`src/rtl/seq_shift_add_multiplier_pkg.sv`:
```
// Shared constants and FSM encoding for the sequential shift-and-add multiplier.
package seq_shift_add_multiplier_pkg;

    localparam int WIDTH_DEF = 16;
    localparam int CNT_W_DEF = 5;

    // 2'd3 is unreachable; the FSM falls back to IDLE from it.
    typedef enum logic [1:0] {
        IDLE = 2'd0,
        RUN  = 2'd1,
        DONE = 2'd2
    } state_t;

endpackage

```
`src/rtl/seq_shift_add_multiplier_adder.sv`:
```
// 16-bit carry-select adder: 4-bit ripple blocks, each precomputed for carry-in 0 and 1.
module carry_select_adder_16bit (
    input  logic [15:0] a,
    input  logic [15:0] b,
    input  logic        cin,
    output logic [15:0] sum,
    output logic        cout
);

    localparam int BLK = 4;
    localparam int NB  = 16 / BLK;

    logic [NB:0] c;
    assign c[0] = cin;

    for (genvar g = 0; g < NB; g++) begin : g_blk
        logic [BLK:0] s0, s1;
        assign s0 = {1'b0, a[g*BLK +: BLK]} + {1'b0, b[g*BLK +: BLK]};
        assign s1 = {1'b0, a[g*BLK +: BLK]} + {1'b0, b[g*BLK +: BLK]} + 5'd1;
        assign sum[g*BLK +: BLK] = c[g] ? s1[BLK-1:0] : s0[BLK-1:0];
        assign c[g+1]            = c[g] ? s1[BLK]     : s0[BLK];
    end

    assign cout = c[NB];

endmodule

```
`src/rtl/seq_shift_add_multiplier.sv`:
```
// 16x16 unsigned sequential multiplier: one adder pass per cycle, 16 iterations,
// valid/ready on both operand input and product output.
module seq_shift_add_multiplier
    import seq_shift_add_multiplier_pkg::*;
#(
    parameter int WIDTH = WIDTH_DEF,  // must stay 16 to match the adder
    parameter int CNT_W = CNT_W_DEF
) (
    input  logic               clk,
    input  logic               rst_n,
    input  logic               in_valid,
    output logic               in_ready,
    input  logic [WIDTH-1:0]   a,
    input  logic [WIDTH-1:0]   b,
    output logic               out_valid,
    input  logic               out_ready,
    output logic [2*WIDTH-1:0] product
);

    state_t             state, state_nx;
    logic [WIDTH-1:0]   m;
    logic [2*WIDTH-1:0] p;
    logic [CNT_W-1:0]   cnt;
    logic [WIDTH-1:0]   sum;
    logic               cout;
    logic               last_iter;

    carry_select_adder_16bit u_add (
        .a    (p[2*WIDTH-1:WIDTH]),
        .b    (m),
        .cin  (1'b0),
        .sum  (sum),
        .cout (cout)
    );

    assign last_iter = (cnt == CNT_W'(WIDTH - 1));
    assign in_ready  = (state == IDLE);
    assign out_valid = (state == DONE);
    assign product   = p;

    always_ff @(posedge clk or negedge rst_n) begin
        if (!rst_n) state <= IDLE;
        else        state <= state_nx;
    end

    always_comb begin
        state_nx = state;
        case (state)
            IDLE:    if (in_valid)  state_nx = RUN;
            RUN:     if (last_iter) state_nx = DONE;
            DONE:    if (out_ready) state_nx = IDLE;
            default:                state_nx = IDLE;
        endcase
    end

    // Upper half accumulates M when the current multiplier bit is set; the whole
    // register then shifts right, so the adder carry lands in the top bit.
    always_ff @(posedge clk or negedge rst_n) begin
        if (!rst_n) begin
            m   <= '0;
            p   <= '0;
            cnt <= '0;
        end else if (state == IDLE && in_valid) begin
            m   <= a;
            p   <= {{WIDTH{1'b0}}, b};
            cnt <= '0;
        end else if (state == RUN) begin
            p   <= p[0] ? {cout, sum, p[WIDTH-1:1]} : {1'b0, p[2*WIDTH-1:1]};
            cnt <= cnt + 1'b1;
        end
    end

endmodule

```
`config.mk`:
```
export PLATFORM = sky130hd
export DESIGN_NAME = seq_shift_add_multiplier
export DESIGN_NICKNAME = d
export VERILOG_FILES = /design/src/rtl/seq_shift_add_multiplier_pkg.sv /design/src/rtl/seq_shift_add_multiplier_adder.sv /design/src/rtl/seq_shift_add_multiplier.sv
export SDC_FILE = /design/constraint.sdc
export NUM_CORES = 1
export LEC_CHECK = 0
export CORE_ASPECT_RATIO = 1.2
export CORE_MARGIN = 2
export CORE_UTILIZATION = 46
export CTS_CLUSTER_DIAMETER = 60
export DETAILED_ROUTE_END_ITERATION = 8
export GPL_TIMING_DRIVEN = 0
export PLACE_DENSITY = 0.77
export SLEW_MARGIN = 20
export SYNTH_ARGS = -nofsm -noshare
export SYNTH_HDL_FRONTEND = slang
export SYNTH_SLANG_ARGS = --single-unit
```
`constraint.sdc`:
```
create_clock -name clk -period 2.8 [get_ports clk]
set_clock_uncertainty 0.15 [all_clocks]
set_input_delay 0.56 -clock clk [delete_from_list [all_inputs] [get_ports clk]]
set_output_delay 0.56 -clock clk [all_outputs]
set_load 0.01 [all_outputs]
```
==> implementation parameters, run 1 <==
Parameter                              Value

Clock network
  Clock slew seen by the registers of the worst setup and hold paths ... 0.10 ns
  Maximum root-to-sink buffer count ... 2
  Hold buffer count at CTS ... 0
  CTS sink cnt ... 55
  CTS root buffer ... clkbuf_8
  TritonCTS Buffers ... 5
  Clock tree from TritonCTS ... done
  H-tree depth ... 2
  Clk_lat worst skew ... 0.31 ns

Critical path
  Arrival time worst endpoint ... 3.02 ns
  Data required time of the critical path ... 2.84 ns
  Type of the worst setup path ... reg -> reg
  Sort of element at the end of the critical path ... flip-flop
  Largest fanout of any net on the critical path ... 5
  Startpoint type of the worst setup path ... flip-flop

Detailed routing
  Number of search-and-repair iterations in the first detailed-routing pass ... 4
  Routed wire length ... 7650 µm
  Average wire per cell in the routed design ... 14.8 µm
  Number of vias in the routed layout ... 2727
  Count of nets left with antenna violations after detail routing ... 0
  # DRC ... 0
  Via density ... 5.28
  Iteration-0 DRC count of the detailed router ... 211

Die
  Placement row count ... 33
  Overall die height ... 94.6 µm
  Die Footprint ... 7520 µm²
  I/O pin total ... 70
  Width of the die ... 79.5 µm
  Starting density of the core ... 46.7%
  Standard cell core area ... 6730 µm²

Place
  Detailed placer's ending HPWL ... 5440 µm
  Port Buffers ... 69
  Number of cells after detailed placement ... 496
  Standard cell area after detailed placement ... 3960 µm²
  Final weighted congestion of routability-driven global placement ... 0.806

Final layout
  Core utilization of the finished layout ... 63.1%
  ANT cells ... 0
  Net count, final ... 489
  Fraction of final layout cells with drive strength greater than 1 ... 9.32%
  Number of standard cells in the layout, taps in and fillers out ... 516
  Final non-filler cell area ... 4240 µm²
  Area grow syn2layout ... 34.9%
  Fill cell instance count of the final layout ... 556

Yosys
  Largest area contributor in the netlist ... dfrtp_1
  Yosys warns ... 0
  Synthesized flop and latch total ... 55
  Distinct cells, synth ... 38
  Mean instance size in the synthesized netlist ... 9.25 µm²
  Top area cells in the synthesized netlist ... dfrtp_1 44%, nand2_1 11%, ha_1 8.4%, o21ai_0 4.0%, a22oi_1 3.6%
  Post-Synthesis Cell Area ... 3150 µm²
  Syn nets ... 401
  Sequential fraction of the synthesis area ... 43.8%
  Cell with the most instances after synthesis ... nand2_1
  Most used standard cells in the synthesized netlist ... 90 x nand2_1, 55 x dfrtp_1, 25 x o21ai_0
  Post-synth ARST share ... 100%
  Area fraction of the dominant cell type after synthesis ... 43.8%
  Cells after synthesis ... 340
  Number of enable flip-flop cells after synthesis ... 0
  Synth Flop Type ... dfrtp_1

GRT
  Met3 routing resource usage after global routing ... 4.11%
  Total global-route track usage ... 21.0%
  Number of antenna violations at the first check in global routing ... 0
  Pin count of the biggest net entering global routing ... 56
  Peak-usage layer in the global routing report ... met2
  Global-route track usage on met2 ... 36.0%
  Met1 Track Usage GR ... 27.2%
  Total global routing overflow ... 0
  Via count of the first global-routing pass ... 2634
  Wire length of the first global-routing pass ... 12500 µm

STA
  Worst-margin pin slew ... 0.710 ns
  Max frequency ... 0.335 GHz
  Final hold violation count ... 0
  Post-route minimum period ... 2.99 ns
  Fin worst setup slack ... -0.187 ns
  Number of max-slew violations in the final report ... 0
  Unrepaired setup endpoints after global routing ... true
  Setup-violating endpoint count in the final report ... 5
  Final worst path period share ... 107%
  Max-slew headroom ... 52.7%

Hold path
  Min-Delay Path Class ... in -> async

Run status
  Failing checks ... setup timing
  Outcome ... complete, but fails checks

Job
  Max-capacitance violation count ... 0

Pwr
  Total power divided by cell area ... 1350 nW/µm²
  Leakage ... 1.95 nW
  Worst IR drop on VDD ... 0.629 mV
[final timing paths]
| path | cells past startpoint | endpoint | slack (ns) | from |
|---|---|---|---|---|
| setup / recovery | 10 | product[27] | -0.19 | product[20] |
| hold / removal | 1 | m[6] | 0.14 | rst_n |
| setup reg to reg | 10 | product[27] | -0.19 | product[20] |
| hold reg to reg | 2 | m[14] | 0.34 | m[14] |
| max in group asynchronous | 1 | product[28] | 1.89 | rst_n |
| min in group clk | 2 | m[14] | 0.34 | m[14] |
[layout by cell type, fill, tap and decap left out, types with 2 or more instances in the layout]
| cell | synthesis | layout |
|---|---|---|
| nand2_1 | 90 | 90 |
| clkdlybuf4s50_1 | 0 | 68 |
| dfrtp_1 | 55 | 55 |
| o21ai_0 | 25 | 25 |
| clkbuf_1 | 18 | 18 |
| ha_1 | 21 | 17 |
| a22oi_1 | 15 | 15 |
| buf_4 | 0 | 13 |
| mux2i_1 | 11 | 10 |
| nand3_1 | 10 | 10 |
| inv_1 | 9 | 9 |
| nor2_1 | 8 | 8 |
| a21o_1 | 8 | 8 |
| xnor2_1 | 10 | 8 |
| a21oi_1 | 9 | 8 |
| a31oi_1 | 6 | 6 |
| clkbuf_8 | 0 | 6 |
| nor3b_1 | 4 | 4 |
| and3_1 | 3 | 3 |
| nor2b_1 | 4 | 3 |
| xor2_1 | 5 | 3 |
| fa_1 | 4 | 3 |
| ha_2 | 0 | 3 |
| nand4_1 | 2 | 2 |
| or3_1 | 2 | 2 |
| nand4b_1 | 2 | 2 |
| xor2_2 | 0 | 2 |
| nor3_1 | 2 | 2 |
| nand3b_1 | 2 | 2 |
[registers in the layout, indices dropped and copies added (netlist names)]
| name | count |
|---|---|
| m | 16 |
| state | 2 |
| cnt | 5 |
| product | 32 |
[critical path: stages (launching register included)]
cell and delay (ns):
dfrtp_1 0.41, ha_2 0.21, fa_2 0.57, ha_4 0.16
nand2b_4 0.05, nor4_4 0.20, mux2i_2 0.33, xor2_2 0.32
buf_4 0.20, xor2_2 0.17, o21ai_1 0.09
[timing repair]
item,4_1_cts,5_1_grt
pin swaps,6,8
setup buffers,6,6
setup endpoints to repair,8,9
endpoints found under the hold margin,0,0
gates resized for setup,7,8
[where the power goes]
group | internal [W] | total (W) | switching [W]
Clock | 0.000290 | 0.000555 | 0.000265
Sequential | 0.00119 | 0.00153 | 0.000344
Combinational | 0.00183 | 0.00365 | 0.00181
[final cells by class]
class                           count  area [µm²]  share of cell area, %
Buffer                             18        67.6                   1.59
Timing Repair Buffer               81         778                   18.3
Sequential cell                    55        1380                   32.4
Clock buffer                        6        82.6                   1.95
Inverter                            9        33.8                  0.796
Tap cell                           87         109                   2.56
Clock inverter                      2        35.0                  0.825
Multi-Input combinational cell    258        1760                   41.5
[logic make-up (layout without fill, tap and decap cells)]
logic type,after synthesis,in the layout,synth area share (%)
flops,55,55,43.8
mux,12,12,3.86
compound gates,71,71,14.3
simple gates,135,135,19.8
fa+ha+maj,25,25,10.9
xor+xnor,15,15,4.18
buf+inv,27,116,3.22
[metrics by stage]
| stage | total power, W | setup TNS (ns) | hold WS [ns] | worst slack (ns) |
|---|---|---|---|---|
| after floorplan | 0.00368 | -0.122 | 0.114 | -0.0615 |
| after global placement | 0.00462 | -41.89 | 0.317 | -0.751 |
| after detailed placement | 0.00474 | -1.15 | 0.324 | -0.314 |
| after CTS | 0.00554 | -1.15 | 0.162 | -0.269 |
| after global routing | 0.00621 | -1.20 | 0.189 | -0.284 |
| final | 0.00573 | -0.714 | 0.137 | -0.187 |
[routing by layer]
layer  vias up  share of wire, %
met1      1313                43
met2        56                51
li1       1347                 -
met3        11               4.0
met4         0               1.6
met5         -                 0
Power figures use the tool's default switching activity.
==> inputs of run 2 (changes only) <==
--- a/config.mk
+++ b/config.mk
@@ -12,6 +12,7 @@
 export DETAILED_ROUTE_END_ITERATION = 8
 export GPL_TIMING_DRIVEN = 0
 export PLACE_DENSITY = 0.77
+export SETUP_SLACK_MARGIN = 0.15
 export SLEW_MARGIN = 20
 export SYNTH_ARGS = -nofsm -noshare
 export SYNTH_HDL_FRONTEND = slang
==> implementation parameters, run 2 (synthesis results as in run 1) <==
Parameter                              Value

Die
  Placement row count ... 33 (unchanged)
  Width of the die ... 79.5 µm (unchanged)
  Overall die height ... 94.6 µm (unchanged)
  Standard cell core area ... 6730 µm² (unchanged)
  Starting density of the core ... 46.7% (unchanged)
  Die Footprint ... 7520 µm² (unchanged)
  I/O pin total ... 70 (unchanged)

Detailed routing
  Average wire per cell in the routed design ... 14.6 µm (was 14.8 µm)
  Number of vias in the routed layout ... 2733 (was 2727)
  # DRC ... 0 (unchanged)
  Count of nets left with antenna violations after detail routing ... 0 (unchanged)
  Routed wire length ... 7520 µm (was 7650 µm)
  Iteration-0 DRC count of the detailed router ... 114 (was 211)
  Via density ... 5.31 (was 5.28)
  Number of search-and-repair iterations in the first detailed-routing pass ... 4 (unchanged)

Pwr
  Total power divided by cell area ... 1340 nW/µm² (was 1350 nW/µm²)
  Fraction of power consumed by the clock network ... 9.7% (about the same)
  Internal power consumption ... 0.00328 W (was 0.00331 W)
  Switching power ... 0.00239 W (was 0.00242 W)
  Worst IR drop on VDD ... 0.547 mV (was 0.629 mV)
  Net switching share of the total power ... 42.1% (was 42.3%)
  Sequential power share ... 26.9% (was 26.7%)
  Proportion of power drawn by combinational gates ... 63.4% (was 63.6%)
  Leakage ... 1.93 nW (was 1.95 nW)

STA
  Max frequency ... 0.344 GHz (was 0.335 GHz)
  Unrepaired setup endpoints after global routing ... true (unchanged)
  Final worst path period share ... 104% (was 107%)
  Fin worst setup slack ... -0.106 ns (was -0.187 ns)
  Setup-violating endpoint count in the final report ... 5 (unchanged)
  Worst-margin pin slew ... 0.700 ns (was 0.710 ns)
  Max-slew headroom ... 53.3% (was 52.7%)
  Final hold violation count ... 0 (unchanged)
  Number of max-slew violations in the final report ... 0 (unchanged)
  Post-route minimum period ... 2.91 ns (was 2.99 ns)

Clock network
  H-tree depth ... 2 (unchanged)
  TritonCTS Buffers ... 5 (unchanged)
  Maximum root-to-sink buffer count ... 2 (unchanged)
  Hold buffer count at CTS ... 0 (unchanged)
  CTS root buffer ... clkbuf_8 (unchanged)
  CTS sink cnt ... 55 (unchanged)
  Clock tree from TritonCTS ... done (unchanged)
  Clock slew seen by the registers of the worst setup and hold paths ... 0.11 ns (was 0.10 ns)
  Clk_lat worst skew ... 0.32 ns (was 0.31 ns)

Critical path
  Largest stage delay on the critical path ... 0.56 ns (was 0.57 ns)
  Largest fanout of any net on the critical path ... 5 (unchanged)
  Sort of element at the end of the critical path ... flip-flop (unchanged)
  Startpoint type of the worst setup path ... flip-flop (unchanged)
  Category of cells accounting for the largest share of critical-path delay ... adder cells (unchanged)
  Data required time of the critical path ... 2.84 ns (about the same)
  Type of the worst setup path ... reg -> reg (unchanged)
  Critical path cell sequence ... ha_2, fa_2, ha_4, nand2b_4, nor4_4, mux2i_2, xor2_2, buf_4, mux2i_1, a31oi_1 (was ha_2, fa_2, ha_4, nand2b_4, nor4_4, mux2i_2, xor2_2, buf_4, xor2_2, o21ai_1)
  Crit path buffers/inverters ... 1 (unchanged)
  Arrival time worst endpoint ... 2.94 ns (was 3.02 ns)
  Slowest CP cell ... fa_2 (unchanged)

Final layout
  Fraction of final layout cells with drive strength greater than 1 ... 8.88% (was 9.32%)
  Area grow syn2layout ... 34.3% (was 34.9%)
  ANT cells ... 0 (unchanged)
  Core utilization of the finished layout ... 62.8% (was 63.1%)
  Flip-flop count of the largest register after layout ... 32 (unchanged)
  Most common cell after layout, fill and taps aside ... nand2_1 (unchanged)
  Fill cell instance count of the final layout ... 581 (was 556)
  Final non-filler cell area ... 4230 µm² (was 4240 µm²)
  Net count, final ... 488 (was 489)
  Most frequent cells in the layout ... 90 x nand2_1, 68 x clkdlybuf4s50_1, 55 x dfrtp_1 (unchanged)

GRT
  Pin count of the biggest net entering global routing ... 56 (unchanged)
  Total global routing overflow ... 0 (unchanged)
  Number of antenna violations at the first check in global routing ... 0 (unchanged)
  Wire length of the first global-routing pass ... 12500 µm (about the same)
  Total global-route track usage ... 21.1% (was 21.0%)
  Via count of the first global-routing pass ... 2741 (was 2634)

Run status
  Outcome ... complete, but fails checks (unchanged)
  Failing checks ... setup timing (unchanged)

Place
  Port Buffers ... 69 (unchanged)
  Standard cell area after detailed placement ... 3960 µm² (unchanged)
  Detailed placer's ending HPWL ... 5350 µm (was 5440 µm)
  Final weighted congestion of routability-driven global placement ... 0.826 (was 0.806)

Job
  Max-capacitance violation count ... 0 (unchanged)

Hold path
  Min-Delay Path Class ... in -> async (unchanged)
[run 2: layout make-up]
type	instances	area (µm²)	area share (%)
timing repair buffer	80	771	18.2
inverter	9	33.8	0.800
tap	87	109	2.58
sequential	55	1380	32.6
multi-input combinational	258	1750	41.5
clock buffer	5	68.8	1.63
buffer	18	67.6	1.60
clock inverter	3	47.5	1.13
[run 2: metrics by stage]
step / power [W] / worst slack [ns] / hold slack [ns] / TNS [ns] / cells
after floorplan: 0.00368 / -0.0612 / 0.114 / -0.122 / 340
after global placement: 0.00462 / -0.752 / 0.318 / -41.89 / 496
after detailed placement: 0.00474 / -0.296 / 0.317 / -1.07 / 496
after CTS: 0.00567 / -0.113 / 0.158 / -0.318 / 515
after global routing: 0.00618 / -0.248 / 0.176 / -1.08 / 515
final: 0.00567 / -0.106 / 0.123 / -0.358 / 515
[run 2: power by group through the flow]
stage                     combinational [W]  sequential (W)  clock (W)
after global routing                0.00400         0.00158   0.000592
after CTS                           0.00358         0.00152   0.000567
after detailed placement            0.00320         0.00154          0
after floorplan                     0.00211         0.00157          0
final                               0.00360         0.00152   0.000549
after global placement              0.00308         0.00154          0
[run 2: routing by layer]
layer,track usage [%],vias up,part of all wire [%]
met5,0,-,0
met4,6.75,0,1.8
met3,5.26,15,4.9
met2,36.5,69,50
met1,25.9,1305,43
li1,-,1344,-
[run 2: worst paths after layout]
path                        startpoint           to  slack, ns  cells past startpoint
hold reg to reg                   m[2]         m[2]       0.33                      2
max in group asynchronous        rst_n       cnt[0]       1.90                      1
setup / recovery           product[20]  product[28]      -0.11                     10
min in group clk                  m[2]         m[2]       0.33                      2
setup reg to reg           product[20]  product[28]      -0.11                     10
hold / removal                   rst_n         m[6]       0.12                      1
[run 2: timing repair]
item | in CTS | in global routing
buffers inserted | 11 | 0
pin swaps | 3 | 7
endpoints found under the setup margin | 9 | 9
resized for setup | 11 | 4
endpoints found under the hold margin | 0 | 0
